===== config.mk =====
export PLATFORM = sky130hd
export DESIGN_NAME = fpro_bridge_multi
export DESIGN_NICKNAME = d
export VERILOG_FILES = /design/src/rtl/fpro_brg_pkg.sv /design/src/rtl/fpro_brg_decode.sv /design/src/rtl/fpro_bridge_multi.sv
export SDC_FILE = /design/constraint.sdc
export NUM_CORES = 1
export LEC_CHECK = 0
export ABC_AREA = 1
export BUFFER_PORTS_ARGS = -buffer_cell sky130_fd_sc_hd__clkbuf_2
export CORE_AREA = 2 2 89 134
export CTS_BUF_LIST = sky130_fd_sc_hd__clkbuf_16
export CTS_CLUSTER_SIZE = 8
export DETAILED_ROUTE_END_ITERATION = 16
export DIE_AREA = 0 0 91 136
export PLACE_DENSITY = 0.78
export SETUP_SLACK_MARGIN = 0.5
export SYNTH_ARGS = -nofsm -noshare
export SYNTH_HDL_FRONTEND = slang
export SYNTH_SLANG_ARGS = --single-unit

===== constraint.sdc =====
create_clock -name clk -period 2.67 [get_ports clk]
set_input_delay 0.267 -clock clk [delete_from_list [all_inputs] [get_ports clk]]
set_output_delay 0.267 -clock clk [all_outputs]
set_load 0.02 [all_outputs]

===== src/rtl/fpro_brg_pkg.sv =====
// ============================================================================
// Module   : fpro_brg_pkg
// Brief    : Shared types, constants and region decode helper for the
//            multi-region MCS-to-FPro bridge.
// Revision : 1.0 - initial release
// ============================================================================
`default_nettype none

package fpro_brg_pkg;

  localparam int          FP_ADDR_W    = 21;
  localparam logic [31:0] BRG_ERR_DATA = 32'hDEAD_BEEF;
  localparam int          REGION_MAX_W = 3;

  typedef enum logic [1:0] {
    IDLE   = 2'd0,
    ACCESS = 2'd1,
    WAIT   = 2'd2,
    DONE   = 2'd3
  } brg_state_t;

  // Region index is the top region_w bits of the 8 MiB bridge window.
  function automatic logic [REGION_MAX_W-1:0] region_of(input logic [31:0] addr,
                                                        input int region_w);
    logic [REGION_MAX_W-1:0] top_bits;
    top_bits = addr[22:20];
    return top_bits >> (REGION_MAX_W - region_w);
  endfunction

endpackage

`default_nettype wire


===== src/rtl/fpro_brg_decode.sv =====
// ============================================================================
// Module   : fpro_brg_decode
// Brief    : Combinational window match and chip-select region decode.
// Revision : 1.0 - initial release
// ============================================================================
`default_nettype none

module fpro_brg_decode
  import fpro_brg_pkg::*;
#(
  parameter logic [31:0] BRG_BASE = 32'hc000_0000,
  parameter int          N_REGION = 2
) (
  input  logic [31:0]             addr,
  output logic [REGION_MAX_W-1:0] region,
  output logic                    mapped
);

  localparam int c_REGION_W = (N_REGION > 1) ? $clog2(N_REGION) : 1;

  logic w_hit;
  logic w_unused;

  assign w_unused = ^{addr[23], addr[19:0]};

  always_comb begin
    w_hit  = (addr[31:24] == BRG_BASE[31:24]);
    region = region_of(addr, c_REGION_W);
    mapped = w_hit && ({29'd0, region} < 32'(N_REGION));
  end

endmodule

`default_nettype wire


===== src/rtl/fpro_bridge_multi.sv =====
// ============================================================================
// Module   : fpro_bridge_multi
// Brief    : MCS IO-bus to FPro bridge over N_REGION chip-select regions with
//            read latency, wait stretching and unmapped-access termination.
//            Optional macro BRG_TIMEOUT_EN adds a wait timeout and bus_err.
// Revision : 1.0 - initial release
// ============================================================================
`default_nettype none

module fpro_bridge_multi
  import fpro_brg_pkg::*;
#(
  parameter logic [31:0] BRG_BASE    = 32'hc000_0000,
  parameter int          N_REGION    = 2,
  parameter int          RD_LAT      = 0,
  parameter int          TIMEOUT_CYC = 255
) (
  input  logic                    clk,
  input  logic                    reset,
  input  logic                    io_addr_strobe,
  input  logic                    io_read_strobe,
  input  logic                    io_write_strobe,
  input  logic [3:0]              io_byte_enable,
  input  logic [31:0]             io_address,
  input  logic [31:0]             io_write_data,
  output logic [31:0]             io_read_data,
  output logic                    io_ready,
  output logic [N_REGION-1:0]     fp_cs,
  output logic                    fp_wr,
  output logic                    fp_rd,
  output logic [FP_ADDR_W-1:0]    fp_addr,
  output logic [3:0]              fp_be,
  output logic [31:0]             fp_wr_data,
  input  logic [32*N_REGION-1:0]  fp_rd_data,
  input  logic                    fp_wait,
  output logic                    bus_err
);

  // WAIT holds RD_LAT cycles, so the counter is loaded one short of RD_LAT.
  localparam logic [2:0] c_LAT_LOAD = (RD_LAT > 0) ? 3'(RD_LAT - 1) : 3'd0;

  brg_state_t              r_state;
  logic [REGION_MAX_W-1:0] r_region;
  logic                    r_is_write;
  logic                    r_mapped;
  logic [2:0]              r_lat_cnt;

  logic [REGION_MAX_W-1:0] w_region;
  logic                    w_mapped;
  logic [N_REGION-1:0]     w_cs_sel;
  logic [31:0]             w_rd_word;
  logic                    w_unused;

  assign w_unused = io_read_strobe;

  fpro_brg_decode #(
    .BRG_BASE (BRG_BASE),
    .N_REGION (N_REGION)
  ) u_decode (
    .addr   (io_address),
    .region (w_region),
    .mapped (w_mapped)
  );

  always_comb begin
    w_cs_sel  = '0;
    w_rd_word = '0;
    for (int r = 0; r < N_REGION; r++) begin
      w_cs_sel[r] = (w_region == REGION_MAX_W'(r));
      if (r_region == REGION_MAX_W'(r)) begin
        w_rd_word = fp_rd_data[32*r +: 32];
      end
    end
  end

`ifdef BRG_TIMEOUT_EN
  localparam logic [15:0] c_TO_LAST = 16'(TIMEOUT_CYC - 1);
  logic [15:0] r_wait_cnt;
`else
  logic [15:0] w_unused_to;
  assign w_unused_to = 16'(TIMEOUT_CYC);
  assign bus_err     = 1'b0;
`endif

  always_ff @(posedge clk or posedge reset) begin
    if (reset) begin
      r_state      <= IDLE;
      r_region     <= '0;
      r_is_write   <= 1'b0;
      r_mapped     <= 1'b0;
      r_lat_cnt    <= '0;
      fp_cs        <= '0;
      fp_wr        <= 1'b0;
      fp_rd        <= 1'b0;
      fp_addr      <= '0;
      fp_be        <= '0;
      fp_wr_data   <= '0;
      io_ready     <= 1'b0;
      io_read_data <= '0;
`ifdef BRG_TIMEOUT_EN
      r_wait_cnt   <= '0;
      bus_err      <= 1'b0;
`endif
    end else begin
      io_ready <= 1'b0;
      fp_cs    <= '0;
      fp_wr    <= 1'b0;
      fp_rd    <= 1'b0;
      case (r_state)
        IDLE: begin
          if (io_addr_strobe) begin
            fp_addr    <= io_address[22:2];
            fp_be      <= io_byte_enable;
            fp_wr_data <= io_write_data;
            r_region   <= w_region;
            r_is_write <= io_write_strobe;
            r_mapped   <= w_mapped;
            fp_cs      <= w_mapped ? w_cs_sel : '0;
            fp_wr      <= w_mapped && io_write_strobe;
            fp_rd      <= w_mapped && !io_write_strobe;
            // Unmapped accesses still spend one ACCESS cycle (no select) so
            // every unstretched access completes two cycles after the strobe.
            r_state    <= ACCESS;
          end
        end
        ACCESS: begin
`ifdef BRG_TIMEOUT_EN
          r_wait_cnt <= '0;
`endif
          if (!r_mapped) begin
            if (!r_is_write) io_read_data <= '0;
            io_ready <= 1'b1;
            r_state  <= DONE;
          end else if (r_is_write) begin
            io_ready <= 1'b1;
            r_state  <= DONE;
          end else if (RD_LAT == 0 && !fp_wait) begin
            io_read_data <= w_rd_word;
            io_ready     <= 1'b1;
            r_state      <= DONE;
          end else begin
            r_lat_cnt <= c_LAT_LOAD;
            r_state   <= WAIT;
          end
        end
        WAIT: begin
          if (r_lat_cnt != 3'd0) r_lat_cnt <= r_lat_cnt - 3'd1;
          if (r_lat_cnt == 3'd0 && !fp_wait) begin
            io_read_data <= w_rd_word;
            io_ready     <= 1'b1;
            r_state      <= DONE;
          end
`ifdef BRG_TIMEOUT_EN
          else if (fp_wait && r_wait_cnt == c_TO_LAST) begin
            io_read_data <= BRG_ERR_DATA;
            bus_err      <= 1'b1;
            io_ready     <= 1'b1;
            r_state      <= DONE;
          end else if (fp_wait) begin
            r_wait_cnt <= r_wait_cnt + 16'd1;
          end
`endif
        end
        DONE:    r_state <= IDLE;
        default: r_state <= IDLE;
      endcase
    end
  end

endmodule

`default_nettype wire


Word-level counts from Yosys, hierarchy flattened

Cells that the tools add are included.
Widths: inputs -> output; s select.

Bits of input ports: 138
Logic and storage cells: 73
Bits in registers: 102
Output and inout bits: 95

Eq/ne operators: 11
Reductions and logical operators: 16
Multiplexer cells: 31
Order comparisons: 1
$add $sub $neg: 1

Operator list:

| cell                | count |
|---|---|
| $mux 32             | 7 |
| $pmux 32 s2         | 1 |
| $mux 3              | 4 |
| $ne 2x2->1 const B  | 6 |
| $mux 1              | 11 |
| $mux 2              | 5 |
| $logic_not 3->1     | 3 |
| $eq 8x8->1 const B  | 1 |
| $pmux 2 s4          | 1 |
| $pmux 3 s2          | 1 |
| $reduce_and 5->1    | 1 |
| $eq 2x2->1 const B  | 2 |
| $logic_and 1x1->1   | 4 |
| $reduce_and 2->1    | 2 |
| $reduce_and 4->1    | 1 |
| $ne 3x3->1 const B  | 1 |
| $reduce_bool 3->1   | 1 |
| $sub 3x1->3 const B | 1 |
| $eq 2x1->1 const B  | 1 |
| $logic_not 1->1     | 2 |
| $logic_not 2->1     | 1 |
| $lt 1x2->1 const B  | 1 |
| $pmux 1 s2          | 1 |
| $reduce_bool 2->1   | 1 |

Depth between registers and ports, before layout

Depth after elaboration: 7
Mapped depth: 10
Gate-level depth less buffers: 9

Modules after synthesis

A second synthesis with hierarchy kept.

Cells, all modules: 593
Area total of the unflattened synthesis: 4,819.6 um^2

Modules (own cells, without submodules):

| module            | cells an instance | area each (um^2) | instances | sequential area each (um^2) |
|---|---|---|---|---|
| fpro_bridge_multi | 581               | 4,760.8          | 1         | 2,602.5 |
| fpro_brg_decode   | 12                | 58.8             | 1         | 0.0 |

Worst setup path before layout

No wires, ideal clock.

Path kind: register -> register
From: register r_state[0]
To: register io_read_data[0]
Data arrival time: 1,287 ps
Path slack: 1,266 ps
Cell stages (with the launch flop): 11
Clock period less this slack: 1,404 ps
Path buffers: 2
Library setup time: 117 ps
Required time: 2,553 ps
Path through: dfrtp_1 -> inv_1 -> ha_1 -> buf_4 -> inv_1 -> nand2_1 -> nand2_2 -> nand2_2 -> buf_6 -> nand2_1 -> nand2_1

Word-level cells in the longest chain between the ends: 3
Elaborated cells on any way between the ends: 8
Those cells by class: 5 x eq/ne; 1 x mux; 2 x reduce/logical

RTL lines:

| what                                            | line                     | text |
|---|---|---|
| start, declared                                 | fpro_bridge_multi.sv:42  | `brg_state_t r_state;` |
| start signal, assigned                          | fpro_bridge_multi.sv:87  | `r_state <= IDLE;` |
| start signal, assigned                          | fpro_bridge_multi.sv:123 | `r_state <= ACCESS;` |
| start signal, assigned                          | fpro_bridge_multi.sv:133 | `r_state <= DONE;` |
| $eq 2x1->1 / $eq 2x2->1 (equally long branches) | fpro_bridge_multi.sv:109 | `case (r_state)` |
| $ne 3x3->1 (no line) (tied with other cells)    | -                        |  |
| $reduce_and 4->1 (no line)                      | -                        |  |
| end signal, assigned                            | fpro_bridge_multi.sv:138 | `io_read_data <= w_rd_word;` |
| end signal, assigned                            | fpro_bridge_multi.sv:149 | `io_read_data <= w_rd_word;` |
| end, declared                                   | fpro_bridge_multi.sv:26  | `output logic [31:0] io_read_data,` |

Several ways; a longest one is shown, not always the timed one.
A chain may end at the register's enable or synchronous reset.

Final worst setup path

From: register r_state[0]
To: register io_read_data[31]

The elaborated chain is that of the path after synthesis.

==> results.yml <==
critical_path:
  startpoint: "r_state[0]$_DFFE_PP0P_"
  crit_buf_inv: 2
  r2r_setup_slack_ns: 0.75
  r2r-start: "r_state[0]$_DFFE_PP0P_"
  crit_arrival_ns: 2.10
  path_cells: "inv_1 > ha_1 > inv_1 > nand2_1 > nand2_2 > nand2_2 > o21ai_0"
  path_delay_family: "simple AND/OR/NAND/NOR gates"
  cpPeakStageDelay_ns: 0.46
  cp-end-kind: "flop"
  critPathLaunchType: "flop"
  critPathRequiredTime_ns: 2.85
  crit_slowest_cell: "nand2_2"
  path_class: "reg2reg"
  path_max_fanout: 33
floorplan:
  initial_core_util: 0.400
  core_area_mm2: 0.0113
  die_area_mm2: 0.0124
  ioPinCount: 233
  rows: 48
  die_h_um: 136
  die_w_um: 91
place:
  pre_cts_ws_ns: 0.760
  placed_cells: 920
  gp_congestion: 0.765
  detailed_place_hpwl_mm: 8.77
  io_buffers: 227
sta:
  finalSetupViolations: 0
  finalClockSkew_ns: 0.00570
  hold_viol_final: 0
  relSlewSlack: 0.585
  finalSetupTns_ns: 0
  worst_slew_pin_slew_ns: 0.621
  worst_slack_ns: 0.753
  period_needed_ns: 1.92
  slew_viol_final: 0
  period_share: 0.718
  max_freq_mhz: 522
  rsz0062_at_grt: "no"
layout:
  fillerInstances: 1108
  drive_gt1_frac: 0.330
  final_cells: 936
  layout_common_cells: "nand2_1, clkbuf_2, dfrtp_1"
  antenna_cells: 0
  area_growth_syn_to_layout_pct: 33.5
  final_common_cell: "nand2_1"
  layout.nets: 925
global_route:
  grt_pass1_vias: 3975
  antenna_found_initial: 0
  track_usage: 0.188
  grt-ovfl-total: 0
  grt_pass1_wl_mm: 18.7
  grt_max_degree: 56
cts:
  clock_sinks: 101
  cts-root-buf: "clkbuf_16"
  htree_levels: 3
  cts_tree: "done"
  post_cts_buffers: 0
  path_clk_slew_ns: 0.07
  insertion_delay_ns: 0.33
  cts_buffers: 9
  clockBufferDepth: 2
  ctsResizeCount: 0
synthesis:
  ys_types: 18
  ys_warn_count: 0
  netlist_area_mm2: 0.00451
  ys_seq_elements: 101
  syn_inst: 567
  synth_fp_nets: 710
  yosysSeqAreaShare: 0.560
  syn_area_per_cell_um2: 7.96
power:
  share_comb_of_total_power: 0.452
  seqPwrFrac: 0.356
  p_per_area_mw_per_mm2: 1100
  power_switching_mw: 2.93
  fin_total_pwr_mw: 6.65
  swShare: 0.440
  p_clk_frac: 0.192
  ir_drop_uv: 513
  p_int_mw: 3.72
  power_leakage_nw: 3.58
routing:
  postRouteWirelength_mm: 11.8
  drc: 0
  vias_per_cell: 4.57
  first_pass_iters: 4
  num_vias: 4275
  wl_per_cell_um: 12.6
  ant_nets: 0
  drt_iter0_markers: 85
min_path:
  hp-start: "io_write_strobe"
  hold_path.class: "in2reg"
flow_run:
  maxCapViolations: 0
outcome:
  status: "completed"
[final cells by class]
type / count / area [um2] / area share
clock inverters: 6 / 63.8 / 0.0106
multi-input cells: 417 / 1730 / 0.287
repair buffers: 237 / 1230 / 0.204
flip-flops and latches: 101 / 2530 / 0.420
well taps: 150 / 188 / 0.0312
inverters: 16 / 63.8 / 0.0106
clock buffers: 9 / 225 / 0.0374
[Yosys cell counts]
cell type    n  area (um2)
nand2_1    318        1190
dfrtp_1    101        2530
nand3_1     35         175
a21oi_1     32         160
inv_1       15        56.3
buf_2       14        70.1
buf_4       10        75.1
o21ai_0     10        50.1
clkbuf_1     6        22.5
nor2_1       6        22.5
ha_1         5        62.6
nor3_1       4        20.0
buf_6        3        33.8
or2_2        3        18.8
nand2_2      2        12.5
conb_1       1        3.75
inv_2        1        3.75
nand4_1      1        6.26
[per-layer routing]
layer  track usage  vias up  part of all wire
met4        0.0631        0             0.015
met3        0.0466       16             0.073
met1         0.220     1917              0.41
met5             0        -                 0
met2         0.335      160              0.51
li1              -     2182                 -
[cells by family after synthesis]
family                   after synthesis  share of synthesized area
AO/OA/AOI/OAI                         42                     0.0466
adder cells (fa/ha/maj)                5                     0.0139
buffers and inverters                 49                     0.0579
flip-flops                           101                      0.560
other                                  1                   0.000831
AND/OR/NAND/NOR                      369                      0.321
[stage by stage]
| stage | cell area (um2) | hold slack (ns) | utilization |
|---|---|---|---|
| after global placement | 5730 | 0.203 | 0.507 |
| after detailed placement | 5730 | 0.205 | 0.507 |
| final | 6020 | 0.117 | 0.534 |
| after CTS | 6020 | 0.102 | 0.534 |
| after floorplan | 4520 | 0.340 | - |
| after global routing | 6020 | 0.114 | 0.534 |
[worst paths after layout]
| check | depth (start not counted) | end |
|---|---|---|
| setup / recovery | 7 | io_read_data[31]$_DFFE_PP0P_ |
| setup reg to reg | 7 | io_read_data[31]$_DFFE_PP0P_ |
| min in group asynchronous | 3 | fp_wr_data[24]$_DFFE_PP0P_ |
| hold / removal | 2 | fp_rd$_DFF_PP0_ |
| max in group asynchronous | 4 | io_ready$_DFF_PP0_ |
| hold reg to reg | 2 | io_read_data[0]$_DFFE_PP0P_ |
[state kept, by name, indices dropped and copies added, names as in the netlist]
| signal | flops |
|---|---|
| io_ready | 1 |
| fp_be | 4 |
| fp_rd | 1 |
| r_state | 2 |
| r_is_write | 1 |
| fp_cs | 2 |
| fp_wr | 1 |
| fp_addr | 21 |
| fp_wr_data | 32 |
| io_read_data | 32 |
| r_lat_cnt | 3 |
| r_mapped | 1 |
[power by group through the flow]
stage / combinational (mW) / sequential, mW / clock, mW
after detailed placement: 3.04 / 2.38 / 0
after global placement: 2.97 / 2.37 / 0
final: 3.00 / 2.37 / 1.28
after global routing: 3.36 / 2.44 / 1.37
after CTS: 3.03 / 2.37 / 1.32
after floorplan: 1.55 / 2.96 / 0
[what timing repair did]
action / in CTS / in global routing
hold buffers: 1 / 0
endpoints found under the hold margin: 8 / 0
setup endpoints to repair: 0 / 0
(Power assumes the default switching activity.)
